## src/rtl/alu_pipe_pkg.sv

```systemverilog
// Shared definitions for alu_pipe: opcode encodings, controller states and
// the bit positions of the status flags inside the registered flag vector.
package alu_pipe_pkg;

   localparam logic [3:0] OP_ADD  = 4'd0;
   localparam logic [3:0] OP_SUB  = 4'd1;
   localparam logic [3:0] OP_MUL  = 4'd2;
   localparam logic [3:0] OP_RSVD = 4'd3;
   localparam logic [3:0] OP_SHL1 = 4'd4;
   localparam logic [3:0] OP_SHR1 = 4'd5;
   localparam logic [3:0] OP_ROL1 = 4'd6;
   localparam logic [3:0] OP_ROR1 = 4'd7;
   localparam logic [3:0] OP_AND  = 4'd8;
   localparam logic [3:0] OP_OR   = 4'd9;
   localparam logic [3:0] OP_XOR  = 4'd10;
   localparam logic [3:0] OP_NOR  = 4'd11;
   localparam logic [3:0] OP_NAND = 4'd12;
   localparam logic [3:0] OP_XNOR = 4'd13;
   localparam logic [3:0] OP_GT   = 4'd14;
   localparam logic [3:0] OP_EQ   = 4'd15;

   typedef enum logic {
      IDLE    = 1'b0,
      MUL_RUN = 1'b1
   } state_e;

   localparam int FLAG_CARRY    = 0;
   localparam int FLAG_OVERFLOW = 1;
   localparam int FLAG_ZERO     = 2;
   localparam int FLAG_NEGATIVE = 3;
   localparam int FLAG_ILLEGAL  = 4;
   localparam int NUM_FLAGS     = 5;

   typedef logic [NUM_FLAGS-1:0] flags_t;

endpackage

```

## src/rtl/alu_mul_seq.sv

```systemverilog
// Sequential shift-add multiplier: one partial product per clock, WIDTH
// iterations after start; done and product are valid in the final cycle.
module alu_mul_seq #(
   parameter int WIDTH = 8
) (
   input  logic                 clk,
   input  logic                 rst_n,
   input  logic                 start,
   input  logic [WIDTH-1:0]     a,
   input  logic [WIDTH-1:0]     b,
   output logic                 done,
   output logic [2*WIDTH-1:0]   product
);

   localparam int CW = $clog2(WIDTH);
   localparam logic [CW-1:0] LAST = CW'(WIDTH - 1);

   logic [2*WIDTH-1:0] mcand_q, mcand_d;
   logic [2*WIDTH-1:0] acc_q, acc_d;
   logic [WIDTH-1:0]   mplier_q, mplier_d;
   logic [CW-1:0]      cnt_q, cnt_d;
   logic               busy_q, busy_d;

   always_comb begin
      // NOTE: every always_comb output gets a default first, otherwise a
      // path that skips an assignment infers a latch.
      mcand_d  = mcand_q;
      acc_d    = acc_q;
      mplier_d = mplier_q;
      cnt_d    = cnt_q;
      busy_d   = busy_q;
      if (start) begin
         mcand_d  = {{WIDTH{1'b0}}, a};
         mplier_d = b;
         acc_d    = '0;
         cnt_d    = '0;
         busy_d   = 1'b1;
      end else if (busy_q) begin
         acc_d    = acc_q + (mplier_q[0] ? mcand_q : '0);
         mcand_d  = mcand_q << 1;
         mplier_d = mplier_q >> 1;
         cnt_d    = cnt_q + 1'b1;
         if (cnt_q == LAST) begin
            busy_d = 1'b0;
            cnt_d  = '0;
         end
      end
   end

   // The last iteration's sum is forwarded so the top can register it on the
   // same edge the multiplier retires.
   assign done    = busy_q && (cnt_q == LAST);
   assign product = acc_d;

   always_ff @(posedge clk or negedge rst_n) begin
      // NOTE: sequential state uses non-blocking assignments so every flop
      // samples pre-edge values regardless of statement order.
      if (!rst_n) begin
         mcand_q  <= '0;
         acc_q    <= '0;
         mplier_q <= '0;
         cnt_q    <= '0;
         busy_q   <= 1'b0;
      end else begin
         mcand_q  <= mcand_d;
         acc_q    <= acc_d;
         mplier_q <= mplier_d;
         cnt_q    <= cnt_d;
         busy_q   <= busy_d;
      end
   end

endmodule

```

## src/rtl/alu_pipe.sv

```systemverilog
// Valid/ready ALU with registered result and flags. Define ALU_PIPE_MUL_EN to
// build the multi-cycle MUL; otherwise MUL is treated as the reserved opcode.
module alu_pipe
   import alu_pipe_pkg::*;
#(
   parameter int WIDTH = 8
) (
   input  logic             clk,
   input  logic             rst_n,
   input  logic             in_valid,
   output logic             in_ready,
   input  logic [WIDTH-1:0] a,
   input  logic [WIDTH-1:0] b,
   input  logic [3:0]       op,
   output logic             out_valid,
   input  logic             out_ready,
   output logic [WIDTH-1:0] result,
   output logic             carry,
   output logic             overflow,
   output logic             zero,
   output logic             negative,
   output logic             illegal
);

   state_e             state_q, state_d;
   logic               out_valid_q, out_valid_d;
   logic [WIDTH-1:0]   result_q, result_d;
   flags_t             flags_q, flags_d;

   logic [WIDTH-1:0]   alu_res;
   flags_t             alu_flags;
   logic               alu_carry, alu_ovf, alu_ill;
   logic [WIDTH:0]     sum, diff;
   logic               accept;

   assign in_ready = (state_q == IDLE) && (!out_valid_q || out_ready);
   assign accept   = in_valid && in_ready;

   always_comb begin
      sum       = {1'b0, a} + {1'b0, b};
      diff      = {1'b0, a} - {1'b0, b};
      alu_res   = '0;
      alu_carry = 1'b0;
      alu_ovf   = 1'b0;
      alu_ill   = 1'b0;
      case (op)
         OP_ADD: begin
            alu_res   = sum[WIDTH-1:0];
            alu_carry = sum[WIDTH];
            alu_ovf   = (a[WIDTH-1] == b[WIDTH-1]) && (sum[WIDTH-1] != a[WIDTH-1]);
         end
         OP_SUB: begin
            alu_res   = diff[WIDTH-1:0];
            alu_carry = diff[WIDTH];
            alu_ovf   = (a[WIDTH-1] != b[WIDTH-1]) && (diff[WIDTH-1] != a[WIDTH-1]);
         end
         OP_SHL1: begin
            alu_res   = {a[WIDTH-2:0], 1'b0};
            alu_carry = a[WIDTH-1];
         end
         OP_SHR1: begin
            alu_res   = {1'b0, a[WIDTH-1:1]};
            alu_carry = a[0];
         end
         OP_ROL1: begin
            alu_res   = {a[WIDTH-2:0], a[WIDTH-1]};
            alu_carry = a[WIDTH-1];
         end
         OP_ROR1: begin
            alu_res   = {a[0], a[WIDTH-1:1]};
            alu_carry = a[0];
         end
         OP_AND:  alu_res = a & b;
         OP_OR:   alu_res = a | b;
         OP_XOR:  alu_res = a ^ b;
         OP_NOR:  alu_res = ~(a | b);
         OP_NAND: alu_res = ~(a & b);
         OP_XNOR: alu_res = ~(a ^ b);
         OP_GT:   alu_res = {{(WIDTH-1){1'b0}}, (a > b)};
         OP_EQ:   alu_res = {{(WIDTH-1){1'b0}}, (a == b)};
         // Reserved opcode, and MUL whenever the multiplier is not built.
         default: alu_ill = 1'b1;
      endcase

      alu_flags                = '0;
      alu_flags[FLAG_CARRY]    = alu_carry;
      alu_flags[FLAG_OVERFLOW] = alu_ovf;
      alu_flags[FLAG_ZERO]     = (alu_res == '0);
      alu_flags[FLAG_NEGATIVE] = alu_res[WIDTH-1];
      alu_flags[FLAG_ILLEGAL]  = alu_ill;
   end

`ifdef ALU_PIPE_MUL_EN
   logic               mul_start;
   logic               mul_done;
   logic [2*WIDTH-1:0] mul_product;

   alu_mul_seq #(
      .WIDTH (WIDTH)
   ) u_mul (
      .clk     (clk),
      .rst_n   (rst_n),
      .start   (mul_start),
      .a       (a),
      .b       (b),
      .done    (mul_done),
      .product (mul_product)
   );
`endif

   always_comb begin
      state_d     = state_q;
      out_valid_d = out_valid_q && !out_ready;
      result_d    = result_q;
      flags_d     = flags_q;
`ifdef ALU_PIPE_MUL_EN
      mul_start   = 1'b0;
      if (accept && (op == OP_MUL)) begin
         state_d   = MUL_RUN;
         mul_start = 1'b1;
      end else if (accept) begin
         out_valid_d = 1'b1;
         result_d    = alu_res;
         flags_d     = alu_flags;
      end
      // out_valid is always clear while MUL_RUN, so retiring cannot clobber
      // an unconsumed result.
      if ((state_q == MUL_RUN) && mul_done) begin
         state_d                = IDLE;
         out_valid_d            = 1'b1;
         result_d               = mul_product[WIDTH-1:0];
         flags_d                = '0;
         flags_d[FLAG_CARRY]    = |mul_product[2*WIDTH-1:WIDTH];
         flags_d[FLAG_ZERO]     = (mul_product[WIDTH-1:0] == '0);
         flags_d[FLAG_NEGATIVE] = mul_product[WIDTH-1];
      end
`else
      if (accept) begin
         out_valid_d = 1'b1;
         result_d    = alu_res;
         flags_d     = alu_flags;
      end
`endif
   end

   always_ff @(posedge clk or negedge rst_n) begin
      if (!rst_n) begin
         state_q     <= IDLE;
         out_valid_q <= 1'b0;
         result_q    <= '0;
         flags_q     <= '0;
      end else begin
         state_q     <= state_d;
         out_valid_q <= out_valid_d;
         result_q    <= result_d;
         flags_q     <= flags_d;
      end
   end

   assign out_valid = out_valid_q;
   assign result    = result_q;
   assign carry     = flags_q[FLAG_CARRY];
   assign overflow  = flags_q[FLAG_OVERFLOW];
   assign zero      = flags_q[FLAG_ZERO];
   assign negative  = flags_q[FLAG_NEGATIVE];
   assign illegal   = flags_q[FLAG_ILLEGAL];

endmodule

```

## config.mk

```make
export PLATFORM = sky130hd
export DESIGN_NAME = alu_pipe
export DESIGN_NICKNAME = d
export VERILOG_FILES = /design/src/rtl/alu_pipe_pkg.sv /design/src/rtl/alu_mul_seq.sv /design/src/rtl/alu_pipe.sv
export SDC_FILE = /design/constraint.sdc
export NUM_CORES = 1
export LEC_CHECK = 0
export CAP_MARGIN = 20
export CORE_MARGIN = 8
export CORE_UTILIZATION = 55
export DETAILED_ROUTE_END_ITERATION = 12
export DONT_BUFFER_PORTS = 1
export PLACE_DENSITY = 0.77
export RECOVER_POWER = 25
export SYNTH_ARGS = -nofsm -noshare
export SYNTH_HDL_FRONTEND = slang
export SYNTH_SLANG_ARGS = --single-unit
```

## constraint.sdc

```tcl
create_clock -name clk -period 1.84 [get_ports clk]
set_clock_uncertainty 0.1 [all_clocks]
set_input_delay 0.276 -clock clk [delete_from_list [all_inputs] [get_ports clk]]
set_output_delay 0.276 -clock clk [all_outputs]
set_load 0.1 [all_outputs]
```

* Word-level counts from Yosys, hierarchy flattened
Index checks and enable logic that the tools add are counted.
** Storage, ports and cells
- Register bits :: 14
- Bits in latches :: 0
- Bits in writable memories :: 0
- Memory bits (read-only) :: 0
- Input bits :: 24
- Output and inout bits :: 15
- Logic and storage cells :: 47
- Memories :: 0
** Operators by class
- Add/sub/neg operators :: 2
- Multiply operators :: 0
- Divide/modulo/power cells :: 0
- $lt $le $gt $ge :: 1
- Equal/unequal tests :: 18
- Shift-type cells :: 0
- Multiplexer cells :: 5
- Bitwise gates (word level) :: 6
- Reductions and logical operators :: 12
** Operator list (count)
- 8-bit case mux with 14 select lines :: 1
- 4-bit == test, second input constant :: 8
- 8-bit inverter :: 3
- 4-bit by 3-bit == test with 1-bit output, second input constant :: 4
- 14-bit OR reduction :: 1
- 8-bit by 8-bit adder with 9-bit output :: 1
- 8-bit by 8-bit subtractor with 9-bit output :: 1
- 8-bit bitwise AND :: 1
- 8-bit == test :: 1
- 8-bit > comparator :: 1
- 8-bit zero test :: 1
- 8-bit OR :: 1
- 8-bit bitwise XOR :: 1
- 4-bit by 1-bit == test with 1-bit output, second input constant :: 1
- 1-bit logical AND :: 4
- 4-bit zero test :: 1
- 1-bit case mux with 4 select lines :: 1
- 2-bit OR reduction :: 2
- 1-bit inequality test :: 3
- 1-bit zero test :: 2
- 1-bit 2-to-1 mux :: 2
- 1-bit case mux with 2 select lines :: 1
- 1-bit == test :: 1
- 1-bit logical OR :: 1

* Depth between registers and ports, before layout
Gate-level depths: netlist of run 1.
- Word-level depth :: 4
- Gate-level depth with buffers :: 10
- Gate-level depth less buffers :: 10

* Least setup slack after synthesis of run 1
No wires, ideal clock.
- Kind :: reg2reg
- Start :: register out_valid_q (netlist: out_valid)
- End :: register flags_q[2]
- Library setup time :: 0.095 ns
- Arrival :: 2.739 ns
- Required time :: 1.645 ns
- Path slack :: -1.095 ns
- Cell stages (with the launch flop) :: 7
- Buffers on the path :: 0
- Clock period less this slack :: 2.935 ns
- Path through :: dfrtp_1 -> nand2b_1 -> nand2_1 -> a221o_1 -> nor3_1 -> nand4b_1 -> o31ai_1
** Between the ends
- Word-level cells in the longest chain between the ends :: 3
** Ends and longest elaborated chain
- start: declaration :: RTL line alu_pipe.sv:26 : logic out_valid_q, out_valid_d;
- start signal: assignment :: RTL line alu_pipe.sv:154 : out_valid_q <= out_valid_d;
- 1-bit zero test :: RTL line alu_pipe.sv:36 : assign in_ready = (state_q == IDLE) && (!out_valid_q || out_ready);
- 1-bit logical OR :: RTL line alu_pipe.sv:36
- net in_ready :: RTL line alu_pipe.sv:11 : output logic in_ready,
- 1-bit logical AND :: RTL line alu_pipe.sv:37 : assign accept = in_valid && in_ready;
- end signal: assignment :: RTL line alu_pipe.sv:156 : flags_q <= flags_d;
- end: declaration :: RTL line alu_pipe.sv:28 : flags_t flags_q, flags_d;
The timed path passes the listed nets, and every way through them passes these cells.
A chain may end at the register's enable or synchronous reset.

* Worst setup path after layout of run 1
- Start :: input port b[1]
- End :: register flags_q[2]
** Between the ends
- Word-level cells in the longest chain between the ends :: 4
- Elaborated cells on any way between the ends :: 12
- Classes of those cells :: 2 x add/sub; 1 x order compare; 1 x eq/ne; 1 x mux; 6 x bitwise; 1 x reduce/logical
** Ends and longest elaborated chain
- start: declaration :: RTL line alu_pipe.sv:13 : input logic [WIDTH-1:0] b,
- parallel branches: the longest is 2 deep, another holds 8-bit by 8-bit subtractor with 9-bit output
- 8-bit case mux with 14 select lines * :: RTL line alu_pipe.sv:46 : case (op)
- 8-bit zero test * :: RTL line alu_pipe.sv:88 : alu_flags[FLAG_ZERO] = (alu_res == '0);
Every way passes the cells marked *.

==> results of run 1 <==
[registers in the layout, summed over array words and instances, names as in the netlist]
name	cells
flags_q	5
out_valid	1
result	7
[routing by layer]
layer  vias up  global-route usage  share of wire
met5         -                   0              0
met4         0             0.08929          0.026
met3        34             0.02759           0.10
met2       170              0.3817           0.48
met1      1272              0.3025           0.39
li1       1204                   -              -
[cell usage in the layout (no fill, tap or decap), types with 5 or more instances in the layout]
cell / count
sky130_fd_sc_hd__nand2b_1: 6
sky130_fd_sc_hd__a21oi_1: 11
sky130_fd_sc_hd__o21ai_0: 5
sky130_fd_sc_hd__nand3_1: 9
sky130_fd_sc_hd__inv_1: 18
sky130_fd_sc_hd__buf_4: 67
sky130_fd_sc_hd__nand2_1: 20
sky130_fd_sc_hd__mux2i_1: 13
sky130_fd_sc_hd__xnor2_1: 8
sky130_fd_sc_hd__dfrtp_1: 11
sky130_fd_sc_hd__nor2_1: 19
sky130_fd_sc_hd__ha_1: 17
sky130_fd_sc_hd__nor3_1: 6
sky130_fd_sc_hd__o31ai_1: 5
sky130_fd_sc_hd__ha_4: 6
sky130_fd_sc_hd__a31oi_1: 5
sky130_fd_sc_hd__o22ai_1: 6
sky130_fd_sc_hd__nor4_1: 5
[layout make-up]
cell class                 count  area (um^2)
clock buffer                   4        45.04
fill                         286        858.3
inverter                      27        127.6
multi-input combinational    238         2052
sequential                    13        330.3
tap                           50        62.56
timing repair buffer          70        553.0
[power by group]
| part | switching (mW) | internal [mW] |
|---|---|---|
| sequential | 0.0208 | 0.328 |
| clock | 0.102 | 0.153 |
| combinational | 0.751 | 0.444 |
[final timing paths]
path	start	end	slack, ps	cells after the start
worst max register to register	out_valid	flags_q[2]	70	6
worst max-delay path	b[1]	flags_q[2]	-210	8
worst min register to register	result[0]	result[0]	410	2
min in group asynchronous	rst_n	result[3]	360	1
max in group asynchronous	rst_n	out_valid	860	1
worst min-delay path	in_valid	out_valid	50	1
[cells by family after synthesis]
family                   synth area share
AO/OA/AOI/OAI                      0.2539
adder cells (fa/ha/maj)            0.1476
buffers and inverters              0.1009
multiplexers                      0.08084
AND/OR/NAND/NOR                    0.2453
XOR/XNOR                          0.03039
flip-flops                         0.1411
[timing repair]
item                       in CTS  in global routing
resized for setup               4                 20
setup endpoints to repair       9                 11
setup buffers                   2                  3
gates cloned                    0                  0
hold endpoints to repair       13                  0
hold buffers                    1                  0
pin swaps                       8                  9
[worst register-to-register path: stages, from the launching register on]
cell	delay (ps)
sky130_fd_sc_hd__dfrtp_4	480
sky130_fd_sc_hd__nand2b_4	80
sky130_fd_sc_hd__nand2_2	70
sky130_fd_sc_hd__a221o_1	310
sky130_fd_sc_hd__nor3_4	240
sky130_fd_sc_hd__nand4b_1	130
sky130_fd_sc_hd__o31ai_1	250
==> impl_summary.log, run 1 <==
[metrics] top_reg_cell synth: sky130_fd_sc_hd__dfrtp_1
[metrics] Fmax: 488.9 MHz
[metrics] number of hold violations in the final report: 0
[metrics] area growth from synthesis to final layout: 37.49%
[metrics] largest voltage drop on the vdd net: 313.8 uV
[metrics] violation count after the first detailed-route iteration: 334
[metrics] residual antenna-violating net count after detailed routing: 0
[metrics] share of final-layout standard cells stronger than drive strength 1: 0.3494
[metrics] cells along the critical path: clkinvlp_4 > ha_4 > o21bai_4 > a2111oi_4 > o21ai_2 > a2111oi_4 > nand4_1 > o31ai_1
[metrics] Power, Total: 1.799 mW
[metrics] worst setup slack after placement: -477.0 ps
[metrics] nature of the critical path endpoint: flip-flop
[metrics] via/cell ratio: 6.667
[metrics] synthesized netlist net count: 352
[metrics] Core ar.: 4029 um^2
[metrics] Avg WL per Cell: 19.97 um
[metrics] wire length of the first global-routing pass: 12.34 mm
[metrics] cell count after synthesis: 302
[metrics] distinct cell type count after synthesis: 64
[metrics] Final Max Slew Viols: 0
[metrics] worst slew slack as a fraction of its limit: 0.4889
[metrics] highest-delay cell along the critical path: sky130_fd_sc_hd__a2111oi_4
[metrics] type of the worst setup path: primary input to flip-flop
[metrics] critical path data required time: 1890 ps
[metrics] Power Density: 567.5 nW/um^2
[metrics] cell type with the highest occurrence count on the critical path: sky130_fd_sc_hd__a2111oi_4
[metrics] most frequent cell after synthesis: sky130_fd_sc_hd__inv_1
[metrics] total gr overflow: 0
[metrics] number of iterations in the first detailed-routing pass: 5
[metrics] number of synthesized flops with an enable pin: 0
[metrics] CP max FO: 5
[metrics] total buffers and inverters traversed by the critical path: 1
[metrics] biggest area contributors in the synthesized netlist: sky130_fd_sc_hd__dfrtp_1 14%, sky130_fd_sc_hd__ha_1 13%, sky130_fd_sc_hd__mux2i_1 5.6%
[metrics] I/O pins: 39
[metrics] Post-Route Utilization: 0.7870
[metrics] level count of the clock H-tree: 1
[metrics] outcome: finished, violations left
[metrics] routed wire length: 8.026 mm
[metrics] Cell Area, Placed: 2953 um^2
[metrics] library cell occupying the most area in the post-synthesis netlist: sky130_fd_sc_hd__dfrtp_1
[metrics] Num CTS Buffers: 3
[metrics] final estimated routing congestion in global placement: 0.9676
[metrics] part of the Yosys area used for sequential elements: 0.1411
[metrics] number of sinks driven by the clock tree: 13
[metrics] count of input and output buffers: 0
[metrics] CP top delay family: compound AO/OA/AOI/OAI gates
[metrics] register bit total from synthesis: 13
[metrics] Worst Setup Start Kind: primary input
[metrics] pin count of the biggest net entering global routing: 38
[metrics] area share of the largest cell type after synthesis: 0.1411
[metrics] effective utilization at floorplan: 0.5724
[metrics] Overall Global Routing Usage: 0.2320
[metrics] fin area: 3171 um^2
[metrics] number of global-route vias before repair: 2548
[metrics] number of non-filler instances in the completed layout: 402
[metrics] Worst Hold Slack: 53.73 ps
[metrics] mean instance size in the synthesized netlist: 7.636 um^2
[metrics] total of warnings raised by yosys: 0
[metrics] max-cap viol count: 0
[metrics] failing checks: setup timing
[metrics] post-CTS clock slew at the launch and capture registers of the worst setup and hold paths: 50 ps
[metrics] total of endpoints with negative setup slack in the final report: 8
[metrics] leakage component of the power: 1.352 nW
[metrics] final critical delay including setup and external delays: 2045 ps
[metrics] least setup slack across all paths after layout: -205.3 ps
[metrics] clock tree from TritonCTS: yes
[metrics] vias post-DR: 2680
[metrics] max incr delay on CP: 410 ps
[metrics] post-synthesis async set-or-reset flop share: 1.000
[metrics] number of antenna diodes: 0
[metrics] antenna violations before repair: 0
[metrics] DRC violations left: 0
[metrics] total number of placement rows: 23
[metrics] Root Driver: sky130_fd_sc_hd__clkbuf_8
[metrics] DIE HEIGHT: 80.75 um
[metrics] sum of negative setup slack: -734.9 ps
[metrics] total die area: 6521 um^2
[metrics] worst hold path class: primary input to flip-flop
[metrics] number of instances in the placed design: 394
[metrics] Post-synth top cells: 26 x sky130_fd_sc_hd__inv_1, 24 x sky130_fd_sc_hd__ha_1, 21 x sky130_fd_sc_hd__nand2_1, 21 x sky130_fd_sc_hd__nor2_1
[metrics] Die X-Extent: 80.75 um
[metrics] Final period util: 1.112
[metrics] insertion delay to the later sink of the worst-skew pair: 250 ps
[metrics] Nets: 403
[metrics] buffer depth of the longest clock path: 2
[metrics] Arr. time, crit path: 2090 ps
[metrics] summed instance area of the synthesized netlist: 2306 um^2
[metrics] setup repair after global routing missed its margin: true
[metrics] hpwl dp: 5.804 mm
[metrics] worst slew pin tran: 760.7 ps
Power figures use the tool's default switching activity.
==> run 2, diff against run 1 <==
--- a/config.mk
+++ b/config.mk
@@ -5,7 +5,7 @@
 export SDC_FILE = /design/constraint.sdc
 export NUM_CORES = 1
 export LEC_CHECK = 0
-export CAP_MARGIN = 20
+export CAP_MARGIN = 0
 export CORE_MARGIN = 8
 export CORE_UTILIZATION = 55
 export DETAILED_ROUTE_END_ITERATION = 12
==> results of run 2 <==
Same layout as run 1: the final DEF is identical, and so are final timing and power.
